File: config.mk
export PLATFORM = sky130hd
export DESIGN_NAME = capture_ctrl
export DESIGN_NICKNAME = d
export VERILOG_FILES = /design/src/rtl/capture_pkg.sv /design/src/rtl/capture_fifo.sv /design/src/rtl/capture_ctrl.sv
export SDC_FILE = /design/constraint.sdc
export NUM_CORES = 1
export LEC_CHECK = 0
export ABC_AREA = 1
export CAP_MARGIN = 25
export CELL_PAD_IN_SITES_DETAIL_PLACEMENT = 1
export CELL_PAD_IN_SITES_GLOBAL_PLACEMENT = 1
export CORE_ASPECT_RATIO = 1.5
export CORE_MARGIN = 2
export CORE_UTILIZATION = 40
export DETAILED_ROUTE_END_ITERATION = 12
export MAX_ROUTING_LAYER = met4
export PLACE_DENSITY_LB_ADDON = 0.1
export SLEW_MARGIN = 15
export SYNTH_ARGS = -nofsm -noshare
export SYNTH_HDL_FRONTEND = slang
export SYNTH_SLANG_ARGS = --single-unit
File: constraint.sdc
create_clock -name clk -period 3.1 [get_ports clk]
set_clock_uncertainty 0.2 [all_clocks]
set_input_delay 0.775 -clock clk [delete_from_list [all_inputs] [get_ports clk]]
set_output_delay 0.775 -clock clk [all_outputs]
set_load 0.1 [all_outputs]
File: src/rtl/capture_pkg.sv
// Shared types and defaults for the ADC capture controller.
// Holds the capture FSM state enum and parameter defaults.
package capture_pkg;

  localparam int CAP_DATA_W     = 16;
  localparam int CAP_FIFO_DEPTH = 4;

  typedef enum logic [1:0] {
    IDLE,
    CAPTURE,
    FLUSH,
    DONE
  } capture_state_t;

endpackage

File: src/rtl/capture_fifo.sv
// First-word-fall-through FIFO for packed words plus last flag.
// Ports: clk, resetn, wr_en/wr_data/full, rd_en/rd_data/empty.
module capture_fifo #(
  parameter int WIDTH = 33,
  parameter int DEPTH = 4
) (
  input  logic             clk,
  input  logic             resetn,
  input  logic             wr_en,
  input  logic [WIDTH-1:0] wr_data,
  output logic             full,
  input  logic             rd_en,
  output logic [WIDTH-1:0] rd_data,
  output logic             empty
);

  localparam int AW = $clog2(DEPTH);

  logic [WIDTH-1:0] mem [DEPTH];
  logic [AW-1:0]    wr_ptr;
  logic [AW-1:0]    rd_ptr;
  logic [AW:0]      count;
  logic             do_wr;
  logic             do_rd;

  assign full  = (count == (AW+1)'(DEPTH));
  assign empty = (count == '0);
  assign do_rd = rd_en && !empty;
  // a full FIFO still takes a word when one leaves on the same edge
  assign do_wr = wr_en && (!full || do_rd);

  // zero while empty so the stream outputs read 0 out of reset
  assign rd_data = empty ? '0 : mem[rd_ptr];

  always_ff @(posedge clk or negedge resetn) begin
    if (!resetn) begin
      wr_ptr <= '0;
      rd_ptr <= '0;
      count  <= '0;
    end else begin
      if (do_wr) wr_ptr <= wr_ptr + AW'(1);
      if (do_rd) rd_ptr <= rd_ptr + AW'(1);
      unique case ({do_wr, do_rd})
        2'b10:   count <= count + (AW+1)'(1);
        2'b01:   count <= count - (AW+1)'(1);
        default: count <= count;
      endcase
    end
  end

  always_ff @(posedge clk) begin
    if (do_wr) mem[wr_ptr] <= wr_data;
  end

endmodule

File: src/rtl/capture_ctrl.sv
// Packs ADC sample pairs into words and streams a packet over AXI4-Stream.
// Ports: start/pkt_size, adc_valid/adc_data, m_axis_*, busy/done/overflow/beats_sent.
module capture_ctrl
  import capture_pkg::*;
#(
  parameter int DATA_W     = CAP_DATA_W,
  parameter int FIFO_DEPTH = CAP_FIFO_DEPTH
) (
  input  logic              clk,
  input  logic              resetn,
  input  logic              start,
  input  logic [31:0]       pkt_size,
  input  logic              adc_valid,
  input  logic [DATA_W-1:0] adc_data,
  output logic [2*DATA_W-1:0] m_axis_tdata,
  output logic              m_axis_tvalid,
  input  logic              m_axis_tready,
  output logic              m_axis_tlast,
  output logic              busy,
  output logic              done,
  output logic              overflow,
  output logic [29:0]       beats_sent
);

  localparam int FW = 2*DATA_W + 1;

  capture_state_t state, state_nx;

  logic              phase;
  logic [DATA_W-1:0] pack_lo;
  logic [29:0]       word_total;
  logic [29:0]       word_cnt;
  logic              samp;
  logic              push_try;
  logic              push_ok;
  logic              pop;
  logic              last_word;
  logic              fifo_full;
  logic              fifo_empty;
  logic [FW-1:0]     fifo_din;
  logic [FW-1:0]     fifo_dout;
  logic              unused_pkt_lsb;

  assign unused_pkt_lsb = ^pkt_size[1:0];

  assign samp      = (state == CAPTURE) && adc_valid;
  assign push_try  = samp && phase;
  assign pop       = m_axis_tvalid && m_axis_tready;
  assign push_ok   = push_try && (!fifo_full || pop);
  assign last_word = (word_cnt == word_total - 30'd1);
  assign fifo_din  = {last_word, adc_data, pack_lo};

  capture_fifo #(
    .WIDTH (FW),
    .DEPTH (FIFO_DEPTH)
  ) u_fifo (
    .clk     (clk),
    .resetn  (resetn),
    .wr_en   (push_try),
    .wr_data (fifo_din),
    .full    (fifo_full),
    .rd_en   (m_axis_tready),
    .rd_data (fifo_dout),
    .empty   (fifo_empty)
  );

  assign m_axis_tvalid = !fifo_empty;
  assign m_axis_tdata  = fifo_dout[FW-2:0];
  assign m_axis_tlast  = fifo_dout[FW-1];

  assign busy = (state == CAPTURE) || (state == FLUSH);
  assign done = (state == DONE);

  always_comb begin
    state_nx = state;
    unique case (state)
      IDLE: begin
        if (start) begin
          state_nx = (pkt_size[31:2] == '0) ? DONE : CAPTURE;
        end
      end
      CAPTURE: begin
        if (push_ok && last_word) state_nx = FLUSH;
      end
      FLUSH: begin
        if (pop && m_axis_tlast) state_nx = DONE;
      end
      DONE:    state_nx = IDLE;
      default: state_nx = IDLE;
    endcase
  end

  always_ff @(posedge clk or negedge resetn) begin
    if (!resetn) begin
      state <= IDLE;
    end else begin
      state <= state_nx;
    end
  end

  always_ff @(posedge clk or negedge resetn) begin
    if (!resetn) begin
      phase      <= 1'b0;
      pack_lo    <= '0;
      word_total <= '0;
      word_cnt   <= '0;
      overflow   <= 1'b0;
      beats_sent <= '0;
    end else begin
      if (state == IDLE && start) begin
        word_total <= pkt_size[31:2];
        word_cnt   <= '0;
        phase      <= 1'b0;
        overflow   <= 1'b0;
        beats_sent <= '0;
      end else begin
        if (samp) begin
          // phase flips even when the pair is dropped
          phase <= ~phase;
          if (!phase) pack_lo <= adc_data;
        end
        if (push_ok) word_cnt <= word_cnt + 30'd1;
        if (push_try && !push_ok) overflow <= 1'b1;
        if (pop && beats_sent != '1) beats_sent <= beats_sent + 30'd1;
      end
    end
  end

endmodule

## After elaboration in Yosys (flattened, before gate mapping)

Memory sizes are Yosys's and may differ from the RTL's.
Index checks and enable logic that the tools add are counted.

- Register bits after elaboration: 117
- Memory bits (writable): 132
- Input bits: 53
- Output and inout port bits: 67
- Word-level logic and storage cells: 72
- Memories: 1

Memories:

| memory | depth | bits a word | read ports | clocked after memory_dff | wr ports | RTL line | text |
|---|---|---|---|---|---|---|---|
| u_fifo.mem | 4 | 33 | 1 | 0 | 1 | capture_fifo.sv:19 | `logic [WIDTH-1:0] mem [DEPTH];` |

- $add $sub $neg: 7
- Equality and inequality tests: 11
- Multiplexer cells: 17
- Bitwise operators: 2
- Reductions and logical operators: 24

Operators with widths:

| cell | number |
|---|---|
| $mux 30 | 4 |
| $add 30x1->30 const B | 2 |
| $mux 33 | 1 |
| $eq 30x30->1 | 1 |
| $logic_not 30->1 | 1 |
| $ne 30x30->1 const B | 1 |
| $sub 30x1->30 const B | 1 |
| $reduce_bool 2->1 | 5 |
| $logic_and 1x1->1 | 9 |
| $mux 2 | 4 |
| $pmux 2 s4 | 1 |
| $eq 2x2->1 const B | 3 |
| $mux 1 | 6 |
| $pmux 3 s2 | 1 |
| $reduce_and 3->1 | 2 |
| $add 2x1->2 const B | 2 |
| $eq 2x1->1 const B | 2 |
| $ne 2x1->1 const B | 2 |
| $add 3x1->3 const B | 1 |
| $eq 3x3->1 const B | 1 |
| $logic_not 1->1 | 3 |
| $logic_not 3->1 | 1 |
| $sub 3x1->3 const B | 1 |
| $logic_not 2->1 | 1 |
| 3 further kinds | 5 |

## Depth between registers and ports, before layout

- Depth in word-level cells: 9
- Mapped depth: 17
- Gate-level depth less buffers: 17

## Hierarchy

From an unflattened synthesis, not the netlist that was laid out.

- Cell total of the unflattened synthesis: 1445
- Area total of the unflattened synthesis: 12916.1 sq um

Modules (own cells, without submodules):

| module | times used | cells each | area each (sq um) | sequential area each (sq um) |
|---|---|---|---|---|
| capture_ctrl | 1 | 1000 | 7314.5 | 2752.6 |
| capture_fifo | 1 | 445 | 5601.6 | 4139.0 |

## Least setup slack after synthesis

No wires, ideal clock.

- Path type: register to output
- Start: register u_fifo.count[0]
- End: output port m_axis_tdata[0]
- Arrival: 3003 ps
- Data required time: 2125 ps
- Setup slack: -878 ps
- Cell stages (with the launch flop): 6
- Path buffers: 1
- Cells stage by stage: dfrtp_1 -> nor2_1 -> nand2_1 -> inv_2 -> clkbuf_1 -> a21oi_1

- Longest elaborated chain between the ends: 2

Ends and longest elaborated chain:

| element | RTL line | text |
|---|---|---|
| start: declaration | capture_fifo.sv:22 | `logic [AW:0] count;` |
| start signal: assignment | capture_fifo.sv:44 | `2'b10: count <= count + (AW+1)'(1);` |
| start signal: assignment | capture_fifo.sv:45 | `2'b01: count <= count - (AW+1)'(1);` |
| start signal: assignment | capture_fifo.sv:46 | `default: count <= count;` |
| $logic_not 3->1 | capture_fifo.sv:27 | `assign empty = (count == '0);` |
| $mux 33 | capture_fifo.sv:33 | `assign rd_data = empty ? '0 : mem[rd_ptr];` |
| end: declaration | capture_ctrl.sv:15 | `output logic [2*DATA_W-1:0] m_axis_tdata,` |

No other way between the ends.

## Final worst setup path

- Start: register u_fifo.rd_ptr[1]
- End: output port m_axis_tdata[19]

- Longest elaborated chain between the ends: 2

Ends and longest elaborated chain:

| element | RTL line | text |
|---|---|---|
| start: declaration | capture_fifo.sv:21 | `logic [AW-1:0] rd_ptr;` |
| start signal: assignment | capture_fifo.sv:42 | `if (do_rd) rd_ptr <= rd_ptr + AW'(1);` |
| $mem_v2 4x33 | n/a |  |
| $mux 33 | capture_fifo.sv:33 |  |

No other way between the ends.

==> flow_summary.toml <==
[route]
dr.pass1.iters = 5
routed_via_density = 5.23
drtAntennaViolNets = 0
routed_wl_um = 36600
vias = 10100
drt-initial-drc-count = 328
route.detailed.drc = 0
met1_length_um = 13800
wl_met2_um = 20800
wire_per_inst_um = 18.9
wl_met3_um = 1020
routed.top_layer = "met4"

[timing]
setup_viol = 0
setup-tns-final_ps = 0
slew_headroom = 0.605
post-route-period-util = 0.967
holdWs_ps = 27.8
min_period_ps = 3000
finalHoldViolations = 0
max_slew.worst_pin.slew_ps = 593
final_max_slew_viol_count = 0
rsz0062_at_grt = "false"
max_freq_ghz = 0.334
setup_slack_ps = 104

[layout]
drive_gt1_frac = 0.166
mostFrequentLayoutCells = "nor2_1 (234), nand2_1 (221), edfxtp_1 (132), inv_1 (121), o21ai_0 (117)"
fin_util = 0.515
syn_to_final_growth_pct = 27.3
nets = 1573
final_common_cell = "nor2_1"
num_antenna_cells = 0

[outcome]
status = "finished, final reports clean"

[die]
core_area_um2 = 30800
io_pins = 120
dieHeight_um = 220
die_x_um = 148
num_rows = 79
initial_core_util = 0.405
die-area_um2 = 32700

[clocking]
cts.sinks = 249
numCtsBuffers = 26
clockRootBuffer = "clkbuf_16"
cts_tree = "built"
cts_buffer_depth = 3
clk_latency_ps = 540
clkTransAtPathRegs_ps = 60
cts.htree.levels = 1

[synthesis]
syn_area_um2 = 12500
synthSimpleGateAreaFrac = 0.236
yosysTopAreaCellShare = 0.318
syn_inst = 1367
yosysWarnings = 0
synth_compound_area_frac = 0.0945
syn_nets = 1434
yosys.area_share.adder = 0.0146
synth-edff-count = 132
synth.area.top_cells = "edfxtp_1 (32%), dfrtp_1 (23%), nor2_1 (7.2%), nand2_1 (6.7%), o21ai_0 (4.7%)"
synth-xor-area-share = 0.0373
syn_area_per_cell_um2 = 9.13
async_flop_share = 0.470
synth_seq_cells = 249
synth_top_family_by_area = "simple AND/OR/NAND/NOR gates"
synth_ff_type = "edfxtp_1"
synth_mux_area_frac = 0.0144
seq_area_frac_synth = 0.552
ys_types = 53
synth_top_cell_by_area = "edfxtp_1"

[global_routing]
grt_pass1_vias = 10700
gr-usage-all-layers = 0.233
antenna_found_initial = 0
grt_pass1_wl_um = 57900
grt_overflow = 0
grt_start_max_net_pins = 47

[power]
p_switching_mw = 8.47
power.share.sequential = 0.268
clock_power_share = 0.176
power_frac_comb = 0.556
p_int_mw = 9.16
switching_share = 0.480
cellLeakagePower_nw = 6.41
vdd_drop_max_v = 0.000569
power_density_nw_per_um2 = 1110

[placement]
numPortBuffers = 117
pre_cts_ws_ps = -9.79
hpwl_um = 26400
place_congestion = 0.859

[worst_setup_path]
cp-start-kind = "register"
crit_path_max_incr_delay_ps = 400
required_ps = 2120
endpoint_kind = "output pin"
ff2ff_setup_slack_ps = 320
cp_data_arrival_time_ps = 2020
crit_chain = "buf_4 -> nor2_1 -> o21ai_0 -> a21oi_4 -> buf_12"
crit_fanout = 33
slowest_stage = "dfrtp_1"
critPathKind = "reg2out"

[hold_path]
hp-class = "in2async"

[flow_run]
cap_violations = 0
==> sequential cells by signal, summed over array words and instances, names as in the netlist <==
name	cells
phase	1
u_fifo.rd_ptr	2
u_fifo.wr_ptr	2
u_fifo.count	3
word_total	30
state	2
overflow	1
pack_lo	16
word_cnt	30
u_fifo.mem	132
beats_sent	30
==> timing repair <==
action,in CTS,in global routing
endpoints found under the setup margin,25,21
resized for setup,4,7
hold buffers,0,0
pin swaps,1,0
endpoints found under the hold margin,0,0
gates cloned,0,1
setup buffers,1,0
==> path summary, 6_finish.rpt <==
path | startpoint | cells after the start | to
worst max-delay path | u_fifo.rd_ptr[1]$_DFFE_PN0P_ | 5 | m_axis_tdata[19]
worst min-delay path | resetn | 1 | word_cnt[15]$_DFFE_PN0P_
worst max register to register | word_total[7]$_DFFE_PN0P_ | 13 | state[0]$_DFFE_PN0P_
worst min register to register | u_fifo.count[0]$_DFFE_PN0P_ | 1 | u_fifo.count[0]$_DFFE_PN0P_
max in group asynchronous | resetn | 2 | beats_sent[14]$_DFFE_PN0P_
min in group clk | u_fifo.count[0]$_DFFE_PN0P_ | 1 | u_fifo.count[0]$_DFFE_PN0P_
==> power groups by stage <==
stage                     Clock (mW)  Sequential, mW  Combinational (mW)
after floorplan                    0            4.74                6.49
after global placement             0            4.76                9.61
after detailed placement           0            4.79                9.77
after CTS                       3.18            4.73                9.85
after global routing            3.30            4.80                10.5
final                           3.10            4.73                9.81
==> per-stage QoR <==
step,cell area (um2),power [mW],std cells
after floorplan,12900,11.2,1367
after global placement,15000,14.4,1881
after detailed placement,15000,14.6,1881
after CTS,15800,17.8,1930
after global routing,15900,18.6,1931
final,15900,17.6,1931
==> worst max-delay path: cells and delay by family, from the launching register on <==
family / cells / cell delay [ps]
buffers and inverters: 2 / 480
AND/OR/NAND/NOR: 1 / 160
AO/OA/AOI/OAI: 2 / 440
flip-flops: 1 / 400
==> cells by family after synthesis <==
kind of cell / after synthesis
buffers and inverters: 170
adder cells (fa/ha/maj): 14
flip-flops: 249
multiplexers: 16
AO/OA/AOI/OAI: 217
AND/OR/NAND/NOR: 651
XOR/XNOR: 50
==> synthesized netlist by cell type, drive strengths merged, types with 3 or more instances <==
cell    instances
nor2          258
nand2         232
edfxtp        132
inv           124
o21ai         123
dfrtp         117
a21oi          67
nand3          60
nor3           49
xor2           38
clkbuf         34
nand4          27
mux2           16
ha             13
xnor2          10
buf             8
nor4            8
o21a            6
or2             6
and3            5
o31ai           5
clkinv          4
a22oi           3
and2            3
==> metal layers <==
metal | global-route usage | up-vias
met5 | - | -
met4 | 0.0702 | 0
li1 | - | 4862
met1 | 0.249 | 5014
met2 | 0.452 | 168
met3 | 0.0194 | 56
==> cell type report <==
| class | count | area [um2] |
|---|---|---|
| flip-flops and latches | 249 | 6890 |
| fillers | 3501 | 14900 |
| clock buffers | 34 | 702 |
| inverters | 128 | 485 |
| repair buffers | 153 | 1830 |
| well taps | 405 | 507 |
| clock inverters | 14 | 133 |
| multi-input cells | 948 | 5350 |
Note: power is estimated with default switching activity, not from simulation.
